### config.mk
export PLATFORM = sky130hd
export DESIGN_NAME = pipe_stage_reg
export DESIGN_NICKNAME = d
export VERILOG_FILES = /design/src/rtl/pipe_stage_reg.sv
export SDC_FILE = /design/constraint.sdc
export NUM_CORES = 1
export LEC_CHECK = 0
export ABC_AREA = 1
export CORE_UTILIZATION = 24
export DETAILED_ROUTE_END_ITERATION = 16
export PLACE_DENSITY = 0.52
export SLEW_MARGIN = 5
export SYNTH_ARGS = -nofsm -noshare
export SYNTH_HDL_FRONTEND = slang
export SYNTH_SLANG_ARGS = --single-unit
### constraint.sdc
create_clock -name clk_i -period 1.73 [get_ports clk_i]
set_input_delay 0.173 -clock clk_i [delete_from_list [all_inputs] [get_ports clk_i]]
set_output_delay 0.173 -clock clk_i [all_outputs]
set_load 0.01 [all_outputs]
### src/rtl/pipe_stage_reg.sv
// Pipeline-stage register carrying a control and a data field under valid/ready,
// with flush and bubble insertion; SKID=1 adds a second entry so ready_o is a flop.
module pipe_stage_reg #(
  parameter int CTRL_W = 8,
  parameter int DATA_W = 138,
  parameter bit SKID   = 1'b1
) (
  input  logic              clk_i,
  input  logic              rst_n_i,
  input  logic              valid_i,
  output logic              ready_o,
  input  logic [CTRL_W-1:0] ctrl_i,
  input  logic [DATA_W-1:0] data_i,
  input  logic              flush_i,
  output logic              valid_o,
  input  logic              ready_i,
  output logic [CTRL_W-1:0] ctrl_o,
  output logic [DATA_W-1:0] data_o,
  output logic [1:0]        count_o
);

  // Encoding doubles as the occupancy count.
  typedef enum logic [1:0] {
    ST_EMPTY     = 2'd0,
    ST_FULL      = 2'd1,
    ST_SKID_FULL = 2'd2
  } state_t;

  state_t              state_q, state_d;
  logic [CTRL_W-1:0]   main_ctrl_q, main_ctrl_d;
  logic [DATA_W-1:0]   main_data_q, main_data_d;
  logic                ready_w;
  logic                accept;
  logic                xfer;

  assign valid_o = (state_q != ST_EMPTY);
  assign accept  = valid_i & ready_w;
  assign xfer    = valid_o & ready_i;
  assign ready_o = ready_w;
  assign ctrl_o  = valid_o ? main_ctrl_q : '0;
  assign data_o  = main_data_q;
  assign count_o = state_q;

  always_ff @(posedge clk_i or negedge rst_n_i) begin
    if (!rst_n_i) begin
      state_q     <= ST_EMPTY;
      main_ctrl_q <= '0;
      main_data_q <= '0;
    end else begin
      state_q     <= state_d;
      main_ctrl_q <= main_ctrl_d;
      main_data_q <= main_data_d;
    end
  end

  generate
    if (SKID) begin : g_skid
      logic [CTRL_W-1:0] skid_ctrl_q, skid_ctrl_d;
      logic [DATA_W-1:0] skid_data_q, skid_data_d;
      logic              ready_q, ready_d;

      always_comb begin
        state_d     = state_q;
        main_ctrl_d = main_ctrl_q;
        main_data_d = main_data_q;
        skid_ctrl_d = skid_ctrl_q;
        skid_data_d = skid_data_q;
        case (state_q)
          ST_EMPTY: begin
            if (accept) begin
              main_ctrl_d = ctrl_i;
              main_data_d = data_i;
              state_d     = ST_FULL;
            end
          end
          ST_FULL: begin
            if (xfer && accept) begin
              main_ctrl_d = ctrl_i;
              main_data_d = data_i;
            end else if (xfer) begin
              state_d = ST_EMPTY;
            end else if (accept) begin
              skid_ctrl_d = ctrl_i;
              skid_data_d = data_i;
              state_d     = ST_SKID_FULL;
            end
          end
          ST_SKID_FULL: begin
            if (xfer) begin
              main_ctrl_d = skid_ctrl_q;
              main_data_d = skid_data_q;
              state_d     = ST_FULL;
            end
          end
          default: state_d = ST_EMPTY;
        endcase
        // A flushed cycle loads nothing, so a killed entry never reaches data_o.
        if (flush_i) begin
          state_d     = ST_EMPTY;
          main_ctrl_d = main_ctrl_q;
          main_data_d = main_data_q;
          skid_ctrl_d = skid_ctrl_q;
          skid_data_d = skid_data_q;
        end
        ready_d = (state_d != ST_SKID_FULL);
      end

      always_ff @(posedge clk_i or negedge rst_n_i) begin
        if (!rst_n_i) begin
          skid_ctrl_q <= '0;
          skid_data_q <= '0;
          ready_q     <= 1'b1;
        end else begin
          skid_ctrl_q <= skid_ctrl_d;
          skid_data_q <= skid_data_d;
          ready_q     <= ready_d;
        end
      end

      assign ready_w = ready_q;
    end else begin : g_single
      assign ready_w = ~valid_o | ready_i;

      always_comb begin
        state_d     = state_q;
        main_ctrl_d = main_ctrl_q;
        main_data_d = main_data_q;
        case (state_q)
          ST_EMPTY: begin
            if (accept) begin
              main_ctrl_d = ctrl_i;
              main_data_d = data_i;
              state_d     = ST_FULL;
            end
          end
          ST_FULL: begin
            if (xfer && accept) begin
              main_ctrl_d = ctrl_i;
              main_data_d = data_i;
            end else if (xfer) begin
              state_d = ST_EMPTY;
            end
          end
          default: state_d = ST_EMPTY;
        endcase
        if (flush_i) begin
          state_d     = ST_EMPTY;
          main_ctrl_d = main_ctrl_q;
          main_data_d = main_data_q;
        end
      end
    end
  endgenerate

endmodule

# ---- Yosys cells after proc, flatten, opt, wreduce, memory -nomap -nowiden
# Cells that the tools add are included.
dict set report totals {
  regBits 295
  elab_cells 39
}
dict set report op_classes {
  n_eq_ne 6
  mux 16
  n_bitwise 5
  n_reduce_logical 6
}
# operator count
set ops {}
lappend ops {{2-to-1 mux 138 bit} 3}
lappend ops {{case mux 138 bit (3 select lines)} 1}
lappend ops {{2-to-1 mux 8 bit} 4}
lappend ops {{case mux 8 bit (3 select lines)} 1}
lappend ops {{2-to-1 mux 2 bit} 6}
lappend ops {{AND reduction 5 bit} 2}
lappend ops {{inequality test 2 bit (second input constant)} 4}
lappend ops {{case mux 2 bit (3 select lines)} 1}
lappend ops {{NOT 1 bit} 3}
lappend ops {{nonzero test 3 bit} 1}
lappend ops {{bitwise AND 1 bit} 2}
lappend ops {{equality test 2 x 1 -> 1 bit (second input constant)} 1}
lappend ops {{equality test 2 bit (second input constant)} 1}
lappend ops {{logical NOT 2 bit} 1}
lappend ops {{nonzero test 2 bit} 1}
lappend ops {{logical AND 1 bit} 1}

# ---- Depth between registers and ports, before layout
# Gate-level depths: netlist of run 1.
dict set report depth {
  depth_word 7
  ltp_mapped 9
}

# ---- Worst setup path after synthesis of run 1
# Ideal clock, no wire load.
dict set report synth_timing {
  path_kind {register -> register}
  startpoint {register g_skid.ready_q (netlist: ready_o)}
  endpoint {register main_data_q[100] (netlist: data_o[100])}
  setup_time_ns 0.117
  arrival_time_ns 1.302
  t_required_ns 1.613
  slack_ns 0.312
  stages_incl_launch_ff 8
  n_path_buf 2
  synth_period_minus_slack_ns 1.418
  path_cell_list {dfstp_2 > nand2_1 > a21oi_2 > nand2_1 > buf_4 > buf_4 > nand2_1 > nand2_1}
}
dict set report synth_via {
  elab_chain_cells 4
}
# item line
set synth_rtl {}
lappend synth_rtl {{from (decl)} 60} ;# logic ready_q, ready_d;
lappend synth_rtl {{from (signal assigned)} 116} ;# ready_q <= ready_d;
lappend synth_rtl {{bitwise AND 1 bit *} 37} ;# assign accept = valid_i & ready_w;
lappend synth_rtl {{logical AND 1 bit} 77} ;# if (xfer && accept) begin
lappend synth_rtl {{inequality test 2 bit (no line)} -}
lappend synth_rtl {{AND reduction 5 bit (no line) *} -}
lappend synth_rtl {{to (signal assigned)} 52} ;# main_data_q <= main_data_d;
lappend synth_rtl {{to (decl)} 31} ;# logic [DATA_W-1:0] main_data_q, main_data_d;
# Mark *: on every way between the ends. The rest lies on a longest branch, timed or not.
# A chain may end at the register's enable or synchronous reset.

# ---- Final worst setup path of run 1
dict set report layout_timing {
  startpoint {register state_q[1] (netlist: count_o[1])}
  endpoint {output ctrl_o[4]}
}
dict set report layout_via {
  elab_chain_cells 2
}
# item line
set layout_rtl {}
lappend layout_rtl {{from (decl)} 29} ;# state_t state_q, state_d;
lappend layout_rtl {{from (signal assigned)} 50} ;# state_q <= state_d;
lappend layout_rtl {{nonzero test 2 bit} 36} ;# assign valid_o = (state_q != ST_EMPTY);
lappend layout_rtl {{2-to-1 mux 8 bit} 40} ;# assign ctrl_o = valid_o ? main_ctrl_q : '0;
lappend layout_rtl {{to (decl)} 17} ;# output logic [CTRL_W-1:0] ctrl_o,
# Every way passes these cells.

==> results.md, run 1 <==
- CP bufs+invs: 4
- Skew-Pair Late Insertion Delay: 560 ps
- Sw power: 6.82 mW
- Share of cells above drive strength 1: 7.77%
- Clk sinks: 295
- Fillers: 6024
- Highest-delay cell along the critical path: dfrtp_4
- Largest cells by area after synthesis: dfrtp_1, nand2_1, nand3_1, nand4_1, buf_2
- Initial antenna violation count: 8
- Post-Syn Instances: 1813
- Clock power frac: 34.9%
- Rel. slew slack: 62.4%
- Startpoint Class: flop
- Leak: 9.87 nW
- Drt wl/cell: 17.6 um
- Pre-CTS setup slack: -52.0 ps
- Setup TNS: -760 ps
- Die area: 60300 um^2
- Top-area cell type share of the netlist area: 51.7%
- Min-Delay Path Class: input pin to asynchronous set/reset pin
- Vias in the first global route: 13300
- Starting DRC count in detailed routing: 945
- Mean post-synth cell area: 7.85 um^2
- Final Slew Violations: 0
- Post-Syn Nets: 1964
- Seq pwr share: 42.2%
- Number of vias per cell: 4.70
- Failing checks: setup timing
- Yosys reg bits: 295
- # port buffers: 300
- Int Pwr: 15.7 mW
- Initial core utilization: 24.5%
- First-pass GRT wire length: 78.3 mm
- Maximum vdd ir drop: 0.000569 V
- Arrival @ worst endpoint: 1680 ps
- Fmax: 539 MHz
- Cell taking the most area after synthesis: dfrtp_1
- Setup violations, final: 8
- Final hold violation count: 0
- RSZ-0062 raised after global routing: true
- # rows: 88
- Clock Tree Buf Depth: 3
- Register area share after synthesis: 51.9%
- Worst Skew: 27.6 ps
- CTS tree: yes
- Global placement routability congestion: 0.778
- Core Footprint: 58100 um^2
- WL final: 50.2 mm
- Worst EP required: 1560 ps
- DR DRC count: 0
- Ordered cell list for the critical path: inv_4 -> nand2_4 -> clkinvlp_4 -> buf_6 -> nor2_4 -> buf_6
- Nets: 2211
- Detailed placement HPWL: 31.1 mm
- Period utilization: 107%
- Final cell count without fillers: 2855
- Fin crit period: 1850 ps
- Power per standard cell area: 1150 nW/um^2
- H-tree levels: 2
- Top Family by Delay on Critical Path: buffers and inverters
- Final worst slack: -124 ps
- Gate power share: 22.9%
- Largest net degree at the start of global routing: 77
- Fin Hold WS: 87.2 ps
- CP Class: flop to output port
- Status: finished with violations
- Pre-antenna DRT Iters: 5
- Crit path max fanout: 5
- Antenna-violating nets left: 0
- Die span in x: 245 um
- CTS root buffer: clkbuf_16
- Cells after DPL: 2778
- Net Sw Frac: 30.3%
- CP Capture Type: output port
- Layout area overhead: 37.9%
- CTS clk-pin slew, worst paths: 60 ps
- Vias: 13400
- Num ports: 301
- Crit-path max cell delay: 420 ps
- YS warnings: 0
- Cell variety after synth: 21
- Synthesized cell area: 14200 um^2
- Most used cell, CP: buf_6
- Layout Utilization: 33.8%
- Worst slew pin tran: 564 ps
- MaxCap Viol Count: 0
- Tot GR Track Use: 16.5%
- Total clock buffers created by CTS: 37
- Die height: 245 um
- Total grt overflow: 0
worst paths after layout:
path | start | endpoint | slack (ps) | cells after the start
max | count_o[1] | ctrl_o[4] | -120 | 6
max in group asynchronous | rst_n_i | data_o[11] | 940 | 3
max reg2reg | count_o[1] | data_o[64] | 100 | 8
min in group clk_i | data_i[111] | g_skid.skid_data_q[111] | 220 | 3
min reg2reg | data_o[101] | data_o[101] | 470 | 2
min | rst_n_i | g_skid.skid_data_q[71] | 90 | 2
worst reg2reg max path: cells and delay by family, from the launching register on:
kind          cells  cell delay [ps]
flops             1              480
buf+inv           2              380
simple gates      6              620
logic make-up (layout without fill, tap and decap cells):
logic type	after synthesis	after routing	share of synthesized area, %
AND/OR/NAND/NOR	1341	1341	40.7
buffers and inverters	174	447	7.22
flip-flops	295	295	51.9
other	0	4	0
AO/OA/AOI/OAI	3	3	0.132
final cells by class:
class	instances	area [um^2]	area share (%)
sequential	295	7390	37.6
multi-input combinational	1344	5940	30.3
timing repair buffer	369	4040	20.6
clock buffer	51	1050	5.34
tap	765	957	4.88
clock inverter	14	180	0.918
inverter	13	62.6	0.319
antenna	4	10.0	0.0510
power groups by stage:
stage          registers [mW]  logic, mW  clock network (mW)
6_report                 9.50       5.16                7.87
5_1_grt                  9.70       5.75                8.41
4_1_cts                  9.51       5.20                8.14
3_5_place_dp             9.60       5.16                   0
3_3_place_gp             9.57       5.08                   0
2_1_floorplan            9.67       2.17                   0
per-layer routing:
metal	part of all wire (%)	up-vias	GRT usage (%)
li1	-	6442	-
met2	47	406	26.2
met3	5.9	65	3.45
met1	45	6507	22.4
met5	0.10	-	0
met4	2.0	8	4.86
Yosys cell counts (all sizes together):
library cell	number
dfstp	1
clkbuf	1
inv	12
nor2	11
a21oi	3
bufinv	1
buf	160
nand4	146
dfrtp	294
nand2	888
nand3	296
stage by stage:
step,instance area (um^2),power (mW)
floorplan,14200,11.8
global placement,18200,14.6
detailed placement,18200,14.8
CTS,19500,22.8
global route,19600,23.9
finish,19600,22.5
placed cells by master (no fill, tap or decap), types with 3 or more instances in the layout:
master           Yosys  final
nand2_8              0      3
dfrtp_1            294    292
buf_4               31     23
nand3_1            295    295
nand2_1            885    881
clkinv_2             0      5
nand4_1            146    146
nor2_4               1      8
bufinv_16            0      3
clkbuf_16            0     39
dlygate4sd2_1        0      8
buf_12               0     36
inv_1               11     10
clkinvlp_4           0      3
clkbuf_1             1      7
buf_6               13     13
clkbuf_8             0      7
buf_2              115      3
dlymetal6s2s_1       0      7
clkdlybuf4s50_1      0    274
diode_2              0      4
registers in the layout, indices dropped and copies added (netlist names):
register	cells
count_o	2
main_ctrl_q	8
g_skid.skid_data_q	138
g_skid.skid_ctrl_q	8
data_o	138
ready_o	1
timing repair:
item,CTS,global route
gates cloned,0,2
buffers inserted,4,2
hold endpoints to repair,294,0
pin swaps,3,4
hold buffers,1,0
setup endpoints to repair,57,102
resized for setup,70,18
(Power assumes the default switching activity.)
==> run 2, diff against run 1 <==
Settings changed: SLEW_MARGIN 5 to 30, TNS_END_PERCENT from default to 100.
==> results of run 2 <==
Final layout, timing and power as in run 1 (identical DEF).
==> run 3, diff against run 2 <==
Settings changed: CAP_MARGIN from default to 20.
==> results of run 3 <==
Final layout, timing and power as in run 1 (identical DEF).
